### config.mk
export PLATFORM = sky130hd
export DESIGN_NAME = grad_val_diff_ctrl_flat
export DESIGN_NICKNAME = d
export VERILOG_FILES = /design/src/rtl/grad_val_diff_ctrl_if.sv /design/src/rtl/grad_val_diff_ctrl.sv /design/src/flat_wrapper.sv
export SDC_FILE = /design/constraint.sdc
export NUM_CORES = 1
export LEC_CHECK = 0
export ABC_AREA = 1
export CORE_UTILIZATION = 45
export DETAILED_ROUTE_END_ITERATION = 16
export MAX_ROUTING_LAYER = met4
export PLACE_DENSITY = 0.76
export SLEW_MARGIN = 20
export SYNTH_ARGS = -nofsm -noshare
export SYNTH_HDL_FRONTEND = slang
export SYNTH_SLANG_ARGS = --single-unit
### constraint.sdc
create_clock -name clk -period 2.3 [get_ports clk]
set_input_delay 0.46 -clock clk [delete_from_list [all_inputs] [get_ports clk]]
set_output_delay 0.46 -clock clk [all_outputs]
set_load 0.02 [all_outputs]
### src/rtl/grad_val_diff_ctrl_if.sv
// Evaluator-side bus between grad_val_diff_ctrl (master) and the polynomial
// evaluator (slave): level start/done handshake with operand and result.
interface grad_val_diff_ctrl_if #(
  parameter int FUNC_W = 128
);
  logic              func_start;
  logic [31:0]       func_x;
  logic [FUNC_W-1:0] func_y;
  logic              func_done;

  modport master (
    output func_start,
    output func_x,
    input  func_y,
    input  func_done
  );

  modport slave (
    input  func_start,
    input  func_x,
    output func_y,
    output func_done
  );
endinterface

### src/rtl/grad_val_diff_ctrl.sv
// Drives the evaluator at x, x+h (and x-h) and forms f(x) plus a finite-difference f'(x).
// Optional feature macro GRAD_CENTRAL_DIFF_EN: central difference with three points.
module grad_val_diff_ctrl #(
  parameter int H_SHIFT = 4,
  parameter int FUNC_W  = 128
) (
  input  logic                   clk,
  input  logic                   rst_n,
  input  logic                   start,
  input  logic [31:0]            x_in,
  grad_val_diff_ctrl_if.master   fbus,
  output logic [FUNC_W-1:0]      val_out,
  output logic [FUNC_W-1:0]      grad_out,
  output logic                   busy,
  output logic                   done,
  output logic                   overflow
);

  localparam logic [2:0] S_IDLE = 3'd0;
  localparam logic [2:0] S_LOAD = 3'd1;
  localparam logic [2:0] S_REQ  = 3'd2;
  localparam logic [2:0] S_WAIT = 3'd3;
  localparam logic [2:0] S_REL  = 3'd4;
  localparam logic [2:0] S_CALC = 3'd5;
  localparam logic [2:0] S_DONE = 3'd6;

`ifdef GRAD_CENTRAL_DIFF_EN
  localparam int NPTS = 3;
  localparam int SH   = 7 - H_SHIFT;  // 2h = 2^(H_SHIFT+1) LSB
`else
  localparam int NPTS = 2;
  localparam int SH   = 8 - H_SHIFT;
`endif
  localparam logic [1:0]  LAST_IDX = 2'(NPTS - 1);
  localparam logic [32:0] H_EXT    = 33'd1 << H_SHIFT;

  logic [2:0]        state;
  logic [1:0]        idx;
  logic [31:0]       x_reg;
  logic [31:0]       xp_reg;
  logic              ovf_sticky;
  logic [31:0]       point;
  logic [FUNC_W-1:0] y_reg [NPTS];

  logic [32:0] xp_sum;
  logic [31:0] xp_sat;
  logic        xp_ovf;

  assign xp_sum = {x_in[31], x_in} + H_EXT;
  assign xp_ovf = (xp_sum[32] != xp_sum[31]);
  assign xp_sat = xp_ovf ? 32'h7FFF_FFFF : xp_sum[31:0];

`ifdef GRAD_CENTRAL_DIFF_EN
  logic [31:0] xm_reg;
  logic [32:0] xm_sum;
  logic [31:0] xm_sat;
  logic        xm_ovf;

  assign xm_sum = {x_in[31], x_in} - H_EXT;
  assign xm_ovf = (xm_sum[32] != xm_sum[31]);
  assign xm_sat = xm_ovf ? 32'h8000_0000 : xm_sum[31:0];

  always_ff @(posedge clk or negedge rst_n) begin
    if (!rst_n)
      xm_reg <= '0;
    else if (state == S_LOAD)
      xm_reg <= xm_sat;
  end

  always_comb begin
    point = x_reg;
    case (idx)
      2'd1:    point = xp_reg;
      2'd2:    point = xm_reg;
      default: point = x_reg;
    endcase
  end
`else
  always_comb begin
    point = x_reg;
    if (idx == 2'd1)
      point = xp_reg;
  end
`endif

  // One capture register per sample point, written when that point's result arrives.
  generate
    for (genvar gi = 0; gi < NPTS; gi++) begin : g_y
      always_ff @(posedge clk or negedge rst_n) begin
        if (!rst_n)
          y_reg[gi] <= '0;
        else if (state == S_WAIT && fbus.func_done && idx == 2'(gi))
          y_reg[gi] <= fbus.func_y;
      end
    end
  endgenerate

  logic signed [FUNC_W-1:0] y_hi;
  logic signed [FUNC_W-1:0] y_lo;
  logic signed [FUNC_W-1:0] diff;
  logic signed [FUNC_W-1:0] shifted;
  logic                     sub_ovf;
  logic                     shift_ovf;

  assign y_hi = y_reg[1];
`ifdef GRAD_CENTRAL_DIFF_EN
  assign y_lo = y_reg[2];
`else
  assign y_lo = y_reg[0];
`endif
  assign diff      = y_hi - y_lo;
  assign sub_ovf   = (y_hi[FUNC_W-1] != y_lo[FUNC_W-1]) && (diff[FUNC_W-1] != y_hi[FUNC_W-1]);
  assign shifted   = diff <<< SH;
  // Shifting back must reproduce the difference, else sign or significant bits were lost.
  assign shift_ovf = ((shifted >>> SH) != diff);

  assign busy = (state != S_IDLE) && (state != S_DONE);

  always_ff @(posedge clk or negedge rst_n) begin
    if (!rst_n) begin
      state           <= S_IDLE;
      idx             <= '0;
      x_reg           <= '0;
      xp_reg          <= '0;
      ovf_sticky      <= 1'b0;
      fbus.func_start <= 1'b0;
      fbus.func_x     <= '0;
      val_out         <= '0;
      grad_out        <= '0;
      overflow        <= 1'b0;
      done            <= 1'b0;
    end else begin
      case (state)
        S_IDLE: if (start) state <= S_LOAD;
        S_LOAD: begin
          x_reg  <= x_in;
          xp_reg <= xp_sat;
`ifdef GRAD_CENTRAL_DIFF_EN
          ovf_sticky <= xp_ovf | xm_ovf;
`else
          ovf_sticky <= xp_ovf;
`endif
          idx   <= '0;
          state <= S_REQ;
        end
        S_REQ: begin
          // A stale done from the previous point must clear before a new request.
          if (!fbus.func_done) begin
            fbus.func_x     <= point;
            fbus.func_start <= 1'b1;
            state           <= S_WAIT;
          end
        end
        S_WAIT: begin
          if (fbus.func_done) begin
            fbus.func_start <= 1'b0;
            state           <= S_REL;
          end
        end
        S_REL: begin
          if (!fbus.func_done) begin
            if (idx == LAST_IDX) begin
              state <= S_CALC;
            end else begin
              idx   <= idx + 2'd1;
              state <= S_REQ;
            end
          end
        end
        S_CALC: begin
          val_out  <= y_reg[0];
          grad_out <= shifted;
          overflow <= ovf_sticky | sub_ovf | shift_ovf;
          done     <= 1'b1;
          state    <= S_DONE;
        end
        S_DONE: begin
          if (!start) begin
            done  <= 1'b0;
            state <= S_IDLE;
          end
        end
        default: state <= S_IDLE;
      endcase
    end
  end

endmodule

### src/flat_wrapper.sv
// flat-port wrapper written by rule: the top's interface ports become plain ports
module grad_val_diff_ctrl_flat 
#(
  parameter int H_SHIFT = 4,
  parameter int FUNC_W  = 128
)
  (clk, rst_n, start, x_in, val_out, grad_out, busy, done, overflow, fbus_func_start, fbus_func_x, fbus_func_y, fbus_func_done);
  grad_val_diff_ctrl_if #(.FUNC_W(FUNC_W)) fbus_i ();
  input  logic clk;
  input  logic rst_n;
  input  logic start;
  input  logic [31:0] x_in;
  output logic [FUNC_W-1:0] val_out;
  output logic [FUNC_W-1:0] grad_out;
  output logic busy;
  output logic done;
  output logic overflow;
  output wire logic [$bits(fbus_i.func_start)-1:0] fbus_func_start;
  output wire logic [$bits(fbus_i.func_x)-1:0] fbus_func_x;
  input wire logic [$bits(fbus_i.func_y)-1:0] fbus_func_y;
  input wire logic [$bits(fbus_i.func_done)-1:0] fbus_func_done;
  assign fbus_func_start = fbus_i.func_start;
  assign fbus_func_x = fbus_i.func_x;
  assign fbus_i.func_y = fbus_func_y;
  assign fbus_i.func_done = fbus_func_done;
  grad_val_diff_ctrl #(.H_SHIFT(H_SHIFT), .FUNC_W(FUNC_W)) u_core (.clk(clk), .rst_n(rst_n), .start(start), .x_in(x_in), .fbus(fbus_i), .val_out(val_out), .grad_out(grad_out), .busy(busy), .done(done), .overflow(overflow));
endmodule
; Word-level counts from Yosys, hierarchy flattened
; Cells that the tools add are included.
[op_classes]
n_eq_ne = 18
n_mux = 17
n_bitwise = 3
n_addsub = 3
n_reduce_logical = 16
[op_table]
columns = op, count
row1 = 128-bit subtractor, 1
row2 = 32-bit two-way mux, 2
row3 = 32-bit by 6-bit adder with 33-bit output (second input constant), 1
row4 = 3-bit one-hot mux with 7 select lines, 1
row5 = 3-bit two-way mux, 6
row6 = 2-bit != test (second input constant), 6
row7 = 3-bit equality test (second input constant), 3
row8 = 3-bit by 2-bit equality test with 1-bit output (second input constant), 2
row9 = 3-bit AND reduction, 2
row10 = 2-bit nonzero test, 3
row11 = 1-bit logical AND, 5
row12 = 5-bit AND reduction, 1
row13 = 2-bit two-way mux, 2
row14 = 1-bit by 4-bit != test with 1-bit output, 1
row15 = 1-bit one-hot mux with 2 select lines, 2
row16 = 2-bit one-hot mux with 2 select lines, 1
row17 = 2-bit AND reduction, 2
row18 = 3-bit by 1-bit equality test with 1-bit output (second input constant), 1
row19 = 3-bit logical NOT, 1
row20 = 1-bit two-way mux, 3
row21 = 1-bit != test, 3
row22 = 3-bit != test (second input constant), 1
row23 = 3-bit nonzero test, 1
row24 = 2-bit by 1-bit adder with 2-bit output (second input constant), 1
row25 = other kinds (4), 5
[word_totals]
output_inout_bits = 292
regBits = 613
inputBits = 164

; Logic depth before layout (Yosys ltp)
[depth]
ltp_word = 5
ltp_mapped = 23
mapped_depth_nobuf = 23

; Worst setup path before layout
; No wires, ideal clock.
[synth_path]
path_type = input port to flip-flop
startpoint = input x_in[4]
endpoint = register u_core.xp_reg[22]
cell_stages = 18
arrival_time_ns = 2.969
t_required_ns = 2.181
slack_ns = -0.789
cell_sequence = ha_1 nand2_1 nor3_2 nand3_2 nor2_4 nand2_2 nor4_2 nand2_1 nor2_2 nand2_2 nor2_1 nor2_1 ha_1 nor2_1 inv_2 clkbuf_1 o22ai_1 inv_1
[synth_via]
elab_chain_cells = 3
[synth_rtl]
columns = item, line
row1 = start: declaration, flat_wrapper.sv:12  ; input logic [31:0] x_in;
row2 = 32-bit by 6-bit adder with 33-bit output, grad_val_diff_ctrl.sv:49  ; assign xp_sum = {x_in[31], x_in} + H_EXT;
row3 = 1-bit != test, grad_val_diff_ctrl.sv:50  ; assign xp_ovf = (xp_sum[32] != xp_sum[31]);
row4 = via u_core.xp_ovf, grad_val_diff_ctrl.sv:47  ; logic xp_ovf;
row5 = 32-bit two-way mux, grad_val_diff_ctrl.sv:51  ; assign xp_sat = xp_ovf ? 32'h7FFF_FFFF : xp_sum[31:0];
row6 = end signal: assignment, grad_val_diff_ctrl.sv:137  ; xp_reg <= xp_sat;
row7 = end: declaration, grad_val_diff_ctrl.sv:40  ; logic [31:0] xp_reg;
; The timed path passes the listed nets, and every way through them passes these cells.
; A chain may end at the register's enable or synchronous reset.

; Worst setup path after layout
[layout_path]
startpoint = register u_core.y_reg (netlist bit u_core.y_lo[27])
endpoint = register u_core.overflow
[layout_via]
elab_chain_cells = 5
[layout_rtl]
columns = item, line
row1 = start: declaration, grad_val_diff_ctrl.sv:43  ; logic [FUNC_W-1:0] y_reg [NPTS];
row2 = start signal: indexed assignment, grad_val_diff_ctrl.sv:93  ; y_reg[gi] <= fbus.func_y;
row3 = 128-bit subtractor (*), grad_val_diff_ctrl.sv:111  ; assign diff = y_hi - y_lo;
row4 = 1-bit != test, grad_val_diff_ctrl.sv:112  ; assign sub_ovf = (y_hi[FUNC_W-1] != y_lo[FUNC_W-1]) && (diff[FUNC_W-1] != y_hi[FUNC_W-1]);
row5 = 1-bit logical AND, grad_val_diff_ctrl.sv:112
row6 = 1-bit OR, grad_val_diff_ctrl.sv:173  ; overflow <= ovf_sticky | sub_ovf | shift_ovf;
row7 = 1-bit OR (*), grad_val_diff_ctrl.sv:173
row8 = end signal: assignment, grad_val_diff_ctrl.sv:173
row9 = end: declaration, grad_val_diff_ctrl.sv:16  ; output logic overflow
; Every way passes the cells marked *; elsewhere a longest branch is shown, timed or not.

==> impl_metrics.toml <==
[synth]
ys_ff_latch = 613
synth_xor_area_share_pct = 2.617
seq_area_frac_synth_pct = 44.07
syn_inst = 4812
synth_top_family_by_area = "simple AND/OR/NAND/NOR gates"
synth_warnings = 0
synthArstFlopShare_pct = 100.0
synth_ff_type = "dfrtp_1"
synth.distinct_cells = 53
muxShareOfSynthArea_pct = 0
syn_area_per_cell_um2 = 7.233
yosys.area_share.simple_pct = 24.37
synth_area_um2 = 34810
synth_fa_ha_area_share_pct = 4.767
synth_compound_area_share_pct = 14.31
synth_edf_count = 0

[sta]
setup_viol = 128
rsz0062_at_grt = "true"
worstMarginPinSlew_ns = 0.8560
drv_slew = 0
post-route-period-util_pct = 121.9
max_freq_mhz = 356.7
worst_slack_ns = -0.5035
finClkSkew_ns = 0.03060
layout_min_cycle_time_ns = 2.803
hold_viol_final = 0
tns_ns = -29.66
max_slew_margin_pct = 42.93

[worst_setup_path]
reg2reg_from = "u_core.y_lo[27]$_DFFE_PN0P_"
crit_path_frequent_cell = "nand2_2"
cp_top_family = "simple AND/OR/NAND/NOR gates"
worstPathRequired_ns = 2.82
path_buf_inv = 4
worst_setup_path_end_kind = "flip-flop"
path_max_fanout = 3
critPathLaunch = "u_core.y_lo[27]$_DFFE_PN0P_"
critPathMaxStageDelay_ns = 0.40
path_class = "flip-flop to flip-flop"
critPathSlowestCell = "dfrtp_1"
arrival_ns = 3.33
start_kind = "flip-flop"
path_cells = "inv_2 -> ha_4 -> nand2_4 -> buf_4 -> nor2_2 -> nand2_2 -> inv_1 -> a21oi_2 -> nand2_2 -> buf_6 -> nand2_4 -> nand2_4 -> nand2_2 -> nand2_1 -> nand2_1 -> nand2_2 -> nand2_2 -> nand2_2 -> nand2_2 -> nor2_4 -> nor2_1"

[die]
num_rows = 101
initial_core_util_pct = 45.68
die_h_um = 280.1
die_x_um = 280.1
die-area_um2 = 78460
ioPinCount = 456
core_area_um2 = 76200

[power_and_ir_drop]
power.total_mw = 103.3
ir_drop_v = 0.0006839
p_leak_nw = 28.75
power.density_nw_per_um2 = 1724

[cells_and_area]
drive_gt1_share_pct = 42.67
syn2layout_area_growth_pct = 72.04
seq_area_um2 = 15340
mostFrequentLayoutCells = "1,114 x nand2_1, 1,021 x buf_4, 612 x dfrtp_1"
layout.nets = 6672
final_common_cell = "nand2_1"
multi_input_area_um2 = 23710
fin_area_um2 = 59880
fillers = 4581
utilization_pct = 78.58

[clock_network]
clk_latency_ns = 0.65
cts_max_level = 3
clockBufferDepth = 3
cts_root_buf = "clkbuf_16"
cts_buffers = 67
clk_pin_slew_worst_paths_ns = 0.07
cts_tree = "done"
clock-sinks = 613

[drt]
via_per_inst = 5.559
num_vias = 41510
postRouteAntennaNets = 0
wirelength_mm = 163.5
drt_pass1_iterations = 8
first_iter_violations = 4920
wire_per_inst_um = 21.89
drc = 0

[place]
io_buffer_count = 451
gp_congestion = 1.077
detailed_place_hpwl_mm = 104.5
placed_cell_area_um2 = 47580

[global_route]
gr-total-overflow = 0
grt_pass1_wl_mm = 217.8
grt_start_max_net_pins = 193
grt_pass1_vias = 39070
antenna_found_initial = 10
grt_use_total_pct = 37.13

[hold_path]
hold_start = "x_in[5]"
hold_path_class = "input pin to flip-flop"

[outcome]
status = "finished, violations left"
violations = "setup timing"

[run]
maxCapViolations = 0
## synth_stat cells, drive strengths merged (2+ instances only)
cell	number	area (um^2)
o21bai	44	334.1
o31ai	2	15.01
nand2	1485	5599
nand3	110	565.5
nand2b	2	12.51
nand4	15	93.84
and2	4	25.02
xor2	27	236.5
inv	768	2883
o22a	4	35.03
a31oi	38	237.7
xnor2	77	674.4
or2	27	168.9
a21oi	216	1081
o21a	3	22.52
buf	5	33.78
o211ai	17	127.6
and3	3	18.77
a21boi	2	15.01
nand3b	6	45.04
nor3	51	296.5
o2111ai	3	26.28
nor4	9	62.56
o22ai	21	137.6
dfrtp	613	15340
o21ai	563	2818
ha	131	1639
nor2	411	1594
a2bb2oi	6	52.55
clkbuf	136	510.5
a21o	7	52.55
## tightest hold or removal path, cell delays in order
cell,delay (ns)
buf_8,0.08
buf_4,0.11
nand2_1,0.05
nand2_1,0.05
## cells by family after synthesis
group                      Yosys count
and+or+nand+nor                   2123
AOI/OAI and AO/OA                  929
buffers and inverters              910
DFF                                613
adders and majority gates          132
xor gates and xnor gates           104
other                                1
## cell type report
cell class	instances	share of cell area, %
antenna	9	0.03761
clock buffer	91	3.268
clock inverter	31	0.5662
inverter	769	4.891
multi-input combinational	3292	39.59
sequential	613	25.62
tap	1030	2.152
timing repair buffer	1633	23.88
## where the power goes
group          internal, mW  switching [mW]  leakage, nW  total, mW
Combinational          32.9            40.6         19.8       73.5
Clock                  6.41            4.86         1.13       11.3
Sequential             15.2            3.28         7.81       18.4
Total                  54.5            48.8         28.7        103
## repair_timing
item	4_1_cts	5_1_grt
hold endpoints to repair	30	0
resized for setup	1227	874
cloned	2	0
pin swaps	256	352
endpoints found under the setup margin	133	137
hold buffers	1	0
setup buffers	124	146
## metal layers
metal | share of wire (%) | global-route usage [%] | vias up
met1 | 38 | 46.43 | 20020
li1 | - | - | 18270
met2 | 47 | 60.85 | 2460
met5 | 0 | - | -
met3 | 9.1 | 5.996 | 756
met4 | 6.0 | 13.07 | 0
## worst paths after layout
kind | slack (ns) | endpoint | cells after the start
max | -0.50 | u_core.overflow$_DFFE_PN0P_ | 21
min | 0.17 | u_core.x_reg[5]$_DFFE_PN0P_ | 4
max reg2reg | -0.50 | u_core.overflow$_DFFE_PN0P_ | 21
min reg2reg | 0.47 | u_core.x_reg[10]$_DFFE_PN0P_ | 2
max in group asynchronous | 1.01 | u_core.state[2]$_DFFE_PN0P_ | 3
min in group asynchronous | 0.46 | u_core.y_hi[27]$_DFFE_PN0P_ | 2
## metrics by stage
stage	hold slack [ns]	std cells	worst slack, ns
floorplan	0.1644	4815	-0.5064
global placement	0.4535	7107	-1.103
detailed placement	0.4583	7107	-1.199
CTS	0.1559	7342	-0.3292
global route	0.1867	7468	-0.5943
finish	0.1672	7468	-0.5035
No activity file was read; power rests on OpenSTA's default activity.
